File: src/rtl/mem_pkg.sv
// Shared types and defaults for the memory port arbiter.
package mem_pkg;

   localparam int ADDR_W_DEF = 32;
   localparam int DATA_W_DEF = 32;

   // Arbiter FSM: idle, or waiting on the memory response for one owner.
   typedef enum logic [1:0] {
      IDLE   = 2'd0,
      WAIT_I = 2'd1,
      WAIT_D = 2'd2
   } state_t;

   // Which requester wins the memory port in the current IDLE cycle.
   typedef enum logic [1:0] {
      OWN_NONE = 2'd0,
      OWN_I    = 2'd1,
      OWN_D    = 2'd2
   } owner_t;

endpackage

File: src/rtl/mem_arbiter.sv
// Arbitrates one single-outstanding memory port between instruction fetch
// (read-only) and the load/store stage. Data has priority; after
// MAX_D_STREAK back-to-back data grants with fetch waiting, fetch wins once.
//
// Handshake: a request transfers in a cycle where valid && ready. Requesters
// hold valid and payload until ready; nothing is latched before acceptance.
// Response valids are single-cycle pulses with no backpressure.
module mem_arbiter
   import mem_pkg::*;
#(
   parameter int ADDR_W       = ADDR_W_DEF,
   parameter int DATA_W       = DATA_W_DEF,
   parameter int MAX_D_STREAK = 4,
   parameter int CNT_W        = 32,
   localparam int STREAK_W    = $clog2(MAX_D_STREAK + 1)
) (
   input  logic                clk,
   input  logic                rst,
   input  logic                i_req_valid,
   output logic                i_req_ready,
   input  logic [ADDR_W-1:0]   i_req_addr,
   output logic                i_resp_valid,
   output logic [ADDR_W-1:0]   i_resp_addr,
   output logic [DATA_W-1:0]   i_resp_inst,
   input  logic                d_req_valid,
   output logic                d_req_ready,
   input  logic [ADDR_W-1:0]   d_req_addr,
   input  logic                d_req_wen,
   input  logic [DATA_W-1:0]   d_req_wdata,
   input  logic [DATA_W/8-1:0] d_req_wmask,
   output logic                d_resp_valid,
   output logic [DATA_W-1:0]   d_resp_rdata,
   output logic                mem_req_valid,
   input  logic                mem_req_ready,
   output logic [ADDR_W-1:0]   mem_req_addr,
   output logic                mem_req_wen,
   output logic [DATA_W-1:0]   mem_req_wdata,
   output logic [DATA_W/8-1:0] mem_req_wmask,
   input  logic                mem_resp_valid,
   input  logic [DATA_W-1:0]   mem_resp_rdata,
   output logic [CNT_W-1:0]    i_grant_cnt,
   output logic [CNT_W-1:0]    d_grant_cnt,
   output state_t              dbg_state,
   output logic [STREAK_W-1:0] dbg_streak
);

   state_t              state, state_nxt;
   owner_t              winner;
   logic [STREAK_W-1:0] streak;
   logic [ADDR_W-1:0]   owner_addr;
   logic                i_accept, d_accept;

   assign i_accept   = i_req_valid & i_req_ready;
   assign d_accept   = d_req_valid & d_req_ready;
   assign dbg_state  = state;
   assign dbg_streak = streak;

   // Priority pick; fetch wins over data only once the streak is exhausted.
   // Gated by rst so nothing is offered while reset is held.
   always_comb begin
      winner = OWN_NONE;
      if (!rst && state == IDLE) begin
         if (d_req_valid && !(i_req_valid && streak == STREAK_W'(MAX_D_STREAK)))
            winner = OWN_D;
         else if (i_req_valid)
            winner = OWN_I;
      end
   end

   // State register.
   always_ff @(posedge clk or posedge rst) begin
      if (rst) state <= IDLE;
      else     state <= state_nxt;
   end

   // Next state: accept moves to the owner's wait state, any response returns
   // to IDLE (so a response cycle can never also accept).
   always_comb begin
      state_nxt = state;
      case (state)
         IDLE: begin
            if (i_accept)      state_nxt = WAIT_I;
            else if (d_accept) state_nxt = WAIT_D;
         end
         WAIT_I:  if (mem_resp_valid) state_nxt = IDLE;
         WAIT_D:  if (mem_resp_valid) state_nxt = IDLE;
         default: state_nxt = IDLE;
      endcase
   end

   // Outputs: request mux from the winner, responses passed straight through.
   always_comb begin
      i_req_ready   = 1'b0;
      d_req_ready   = 1'b0;
      mem_req_valid = 1'b0;
      mem_req_addr  = '0;
      mem_req_wen   = 1'b0;
      mem_req_wdata = '0;
      mem_req_wmask = '0;
      i_resp_valid  = 1'b0;
      i_resp_addr   = '0;
      i_resp_inst   = '0;
      d_resp_valid  = 1'b0;
      d_resp_rdata  = '0;
      case (winner)
         OWN_D: begin
            mem_req_valid = 1'b1;
            mem_req_addr  = d_req_addr;
            mem_req_wen   = d_req_wen;
            mem_req_wdata = d_req_wdata;
            mem_req_wmask = d_req_wmask;
            d_req_ready   = mem_req_ready;
         end
         OWN_I: begin
            mem_req_valid = 1'b1;
            mem_req_addr  = i_req_addr;
            i_req_ready   = mem_req_ready;
         end
         default: ;
      endcase
      if (!rst && state == WAIT_I && mem_resp_valid) begin
         i_resp_valid = 1'b1;
         i_resp_addr  = owner_addr;
         i_resp_inst  = mem_resp_rdata;
      end
      if (!rst && state == WAIT_D && mem_resp_valid) begin
         d_resp_valid = 1'b1;
         d_resp_rdata = mem_resp_rdata;
      end
   end

   // Streak, fetch address and grant counters update only on an accept.
   always_ff @(posedge clk or posedge rst) begin
      if (rst) begin
         streak      <= '0;
         owner_addr  <= '0;
         i_grant_cnt <= '0;
         d_grant_cnt <= '0;
      end else if (d_accept) begin
         d_grant_cnt <= d_grant_cnt + CNT_W'(1);
         if (!i_req_valid)
            streak <= '0;
         else if (streak != STREAK_W'(MAX_D_STREAK))
            streak <= streak + STREAK_W'(1);
      end else if (i_accept) begin
         i_grant_cnt <= i_grant_cnt + CNT_W'(1);
         owner_addr  <= i_req_addr;
         streak      <= '0;
      end
   end

endmodule

File: config.mk
export PLATFORM = sky130hd
export DESIGN_NAME = mem_arbiter
export DESIGN_NICKNAME = d
export VERILOG_FILES = /design/src/rtl/mem_pkg.sv /design/src/rtl/mem_arbiter.sv
export SDC_FILE = /design/constraint.sdc
export NUM_CORES = 1
export LEC_CHECK = 0
export ABC_AREA = 1
export BUFFER_PORTS_ARGS = -buffer_cell sky130_fd_sc_hd__buf_2
export CAP_MARGIN = 10
export CORE_AREA = 5 5 144 146
export CTS_CLUSTER_DIAMETER = 30
export DETAILED_ROUTE_END_ITERATION = 16
export DIE_AREA = 0 0 149 151
export PLACE_DENSITY = 0.65
export SLEW_MARGIN = 10
export SYNTH_ARGS = -nofsm -noshare
export SYNTH_HDL_FRONTEND = slang
export SYNTH_SLANG_ARGS = --single-unit
File: constraint.sdc
create_clock -name clk -period 4.9 [get_ports clk]
set_input_delay 0.735 -clock clk [delete_from_list [all_inputs] [get_ports clk]]
set_output_delay 0.735 -clock clk [all_outputs]
set_load 0.02 [all_outputs]
==> impl_results.md <==
* Critical path cell sequence: inv_1 > ha_1 > inv_1 > nor3_1 > ha_2 > buf_4 > nand2_1 > a21oi_1 > buf_2
* Most frequent cells in the layout: 377 x buf_2, 335 x nand2_1, 178 x nor2_1
* Leak at 5.41 nW
* Mean area per synthesized cell at between 6 and 7 µm²
* Highest-delay cell along the critical path: ha_2
* DR WL/cell at 15.2 µm
* Worst-Skew Late Latency at around 350 ps
* Htree depth at 3
* GPL Wtd Cong at 0.902
* Area of the multi-input gates at 3260 µm²
* Xor/xnor share of the synthesized area at under 10%
* Starting density of the core at between 30% and 40%
* Post-synthesis compound-gate area fraction at under 10%
* Fill cells at about 2,100
* RSZ-0062 raised after global routing: false
* CP required at roughly 4200 ps
* Drt first pass iters at 6
* Worst Tran Pin Value at ~920 ps
* CTS resizes at 0
* Hold-fix buffers, CTS at 0
* Detailed Route WL at roughly 25,000 µm
* Width of the die at 149 µm
* Largest family of logic cells by synthesized area: simple AND/OR/NAND/NOR gates
* Post-synthesis mux area share at 0%
* Min Tclk post-route at 3600 ps
* Critical path arrival at ~2900 ps
* Residual DRC at 0
* Synth warnings at 0
* Rows at a little over 50
* Post-DRT Antenna Nets at 0
* Crit. End Element: output port
* Final Hold Viols at 0
* FF+latch area at around 2500 µm²
* Number of synthesized register bits at about 100
* Ratio of cells with drive above 1 in the final layout at 30.7%
* Initial antenna violation count at 6
* # clock sinks at slightly above 100
* Final setup viols at 0
* Post-Syn Area at 6540 µm²
* Clock Tree Root: clkbuf_16
* Pre-CTS setup slack at roughly 1400 ps
* Net count after synthesis at 1,147
* CP delay by family, top: adder cells
* CTS tree: done
* Total grt overflow at 0
* WP buf/inv at 4
* Status: finished clean
* Tot GR Track Use at approximately a fifth
* Via/cell ratio at roughly 4.6
* Rel. slew slack at between 30% and 40%
* DR iter-0 viols at between 400 and 500
* Peak supply drop at around 140 µV
* # Max-Cap Violations at 0
* PortBufs at ~380
* DP HPWL at a little over 20,000 µm
* Clk slew on worst S/H paths at ~60 ps
* Setup ws final at ~1300 ps
* Largest stage delay on the critical path at 590 ps
* Post-Synth Simple-Gate Area at between 30% and 40%
* IO Count at about 380
* Adder-cell share of the synthesized area at around 1.7%
* Largest net degree at the start of global routing at between 80 and 90
* Worst hold path class: reg2reg
* Setup bufs post-CTS at 0
* CP Launch Type: flop
* Clock buffer depth at 2
* Critical path class: reg2out
* Power per Cell Area at 297 nW/µm²
* Synth-to-Final Area Change at 37.2%
* Nets@finish at around 1,500
* Post-Syn Instances at 999
* Synth cell types at 27
* Core Region at a little under 20,000 µm²
* Vias in the first global route at 6,772
* Die area at approximately 22,000 µm²
* DIE HEIGHT at between 150 and 200 µm
* Routed via count at between 7,000 and 8,000
* Final Cycle Share at 73.4%
* Setup Skew at between 9 and 10 ps
* Fmax at around 0.28 GHz
* CP dominant cell by count: inv_1
* Post-synthesis sequential area ratio at about two fifths
* Slew Viols, Final at 0
* First-pass GRT wire length at between 30,000 and 40,000 µm
* Core Util, Final at around 47%
* Total Negative Setup Slacks at 0 ps
* Total CTS buffers at 9
* Commonest non-fill, non-tap cell in the layout: buf_2
* Crit-path max FO at 30
## power breakdown
| part | internal [W] | leakage [nW] | switching (W) |
|---|---|---|---|
| Sequential | 0.00101 | 1.29 | 0.0000869 |
| Clock | 0.000442 | 0.141 | 0.000312 |
| Combinational | 0.000261 | 3.98 | 0.000553 |
| Total | 0.00171 | 5.41 | 0.000952 |
## layout make-up
cell class                      count  area share (%)
Clock buffer                       10            2.55
Clock inverter                      4           0.837
Tap cell                          265            3.70
Sequential cell                   101            28.2
Multi-Input combinational cell    704            36.3
Inverter                          159            6.70
Timing Repair Buffer              385            21.7
Antenna cell                        1          0.0279
## cell usage after synthesis
master,number,area (µm²)
a21oi_1,34,170
a22oi_1,1,7.51
buf_1,3,11.3
buf_2,4,20.0
buf_4,1,7.51
buf_6,3,33.8
clkbuf_1,24,90.1
dfrtp_1,101,2530
ha_1,9,113
inv_1,159,597
nand2_1,335,1260
nand2_2,2,12.5
nand2_4,3,33.8
nand3_1,29,145
nand3_2,1,10.0
nand3_4,2,35.0
nand3b_1,18,135
nand4_1,13,81.3
nor2_1,178,668
nor2_2,2,12.5
nor2_4,4,45.0
nor2_8,3,60.1
nor3_1,3,15.0
o21ai_0,37,185
o21bai_1,1,7.51
xnor2_1,16,140
xor2_1,13,114
## layer usage
layer / global-route usage (%) / up-vias / part of all wire (%)
met5: 0 / - / 0.28
met4: 6.91 / 10 / 2.4
met3: 5.03 / 46 / 8.4
met2: 34.6 / 291 / 48
met1: 27.2 / 3418 / 40
li1: - / 3715 / -
## cell families (layout without fill, tap and decap cells)
kind of cell	count (synthesis)	in the layout
other	0	1
AOI/OAI and AO/OA	73	73
buffers and inverters	194	558
adders and majority gates	9	9
xor gates and xnor gates	29	29
DFF	101	101
and+or+nand+nor	593	593
## registers in the layout, summed over array words and instances, names as in the netlist
register and cells:
d_grant_cnt 32, dbg_state 2, dbg_streak 3, i_grant_cnt 32, owner_addr 32
## worst register-to-register path: stages (launching register included)
cell and delay [ps]:
dfrtp_1 390, inv_1 100, ha_1 160, nand3_1 100, nand2_1 90, nand4_1 120, ha_2 400, nand2_4 170
nor2_8 80, nor2_8 700, nand2_1 270, nor2_2 230, nand2_1 70, nand2_1 60, nand2_1 40
## metrics by stage
step           hold slack [ps]  cells  cell area (µm²)  total power, W
6_report                   518   1629             8970         0.00266
5_1_grt                    533   1629             8970         0.00284
4_1_cts                    523   1628             8970         0.00269
3_5_place_dp               508   1614             8660         0.00193
3_3_place_gp               502   1614             8660         0.00191
2_1_floorplan              505    999             6540         0.00161
## path summary, 6_finish.rpt
kind	end	cells after the start	slack [ps]	start
max	mem_req_addr[4]	9	1300	dbg_state[0]
min	d_grant_cnt[30]	2	520	d_grant_cnt[30]
max reg2reg	i_grant_cnt[26]	14	1840	dbg_streak[0]
min reg2reg	d_grant_cnt[30]	2	520	d_grant_cnt[30]
max in group asynchronous	owner_addr[29]	3	3740	rst
min in group asynchronous	d_grant_cnt[9]	3	650	rst
No activity file was read; power rests on OpenSTA's default activity.
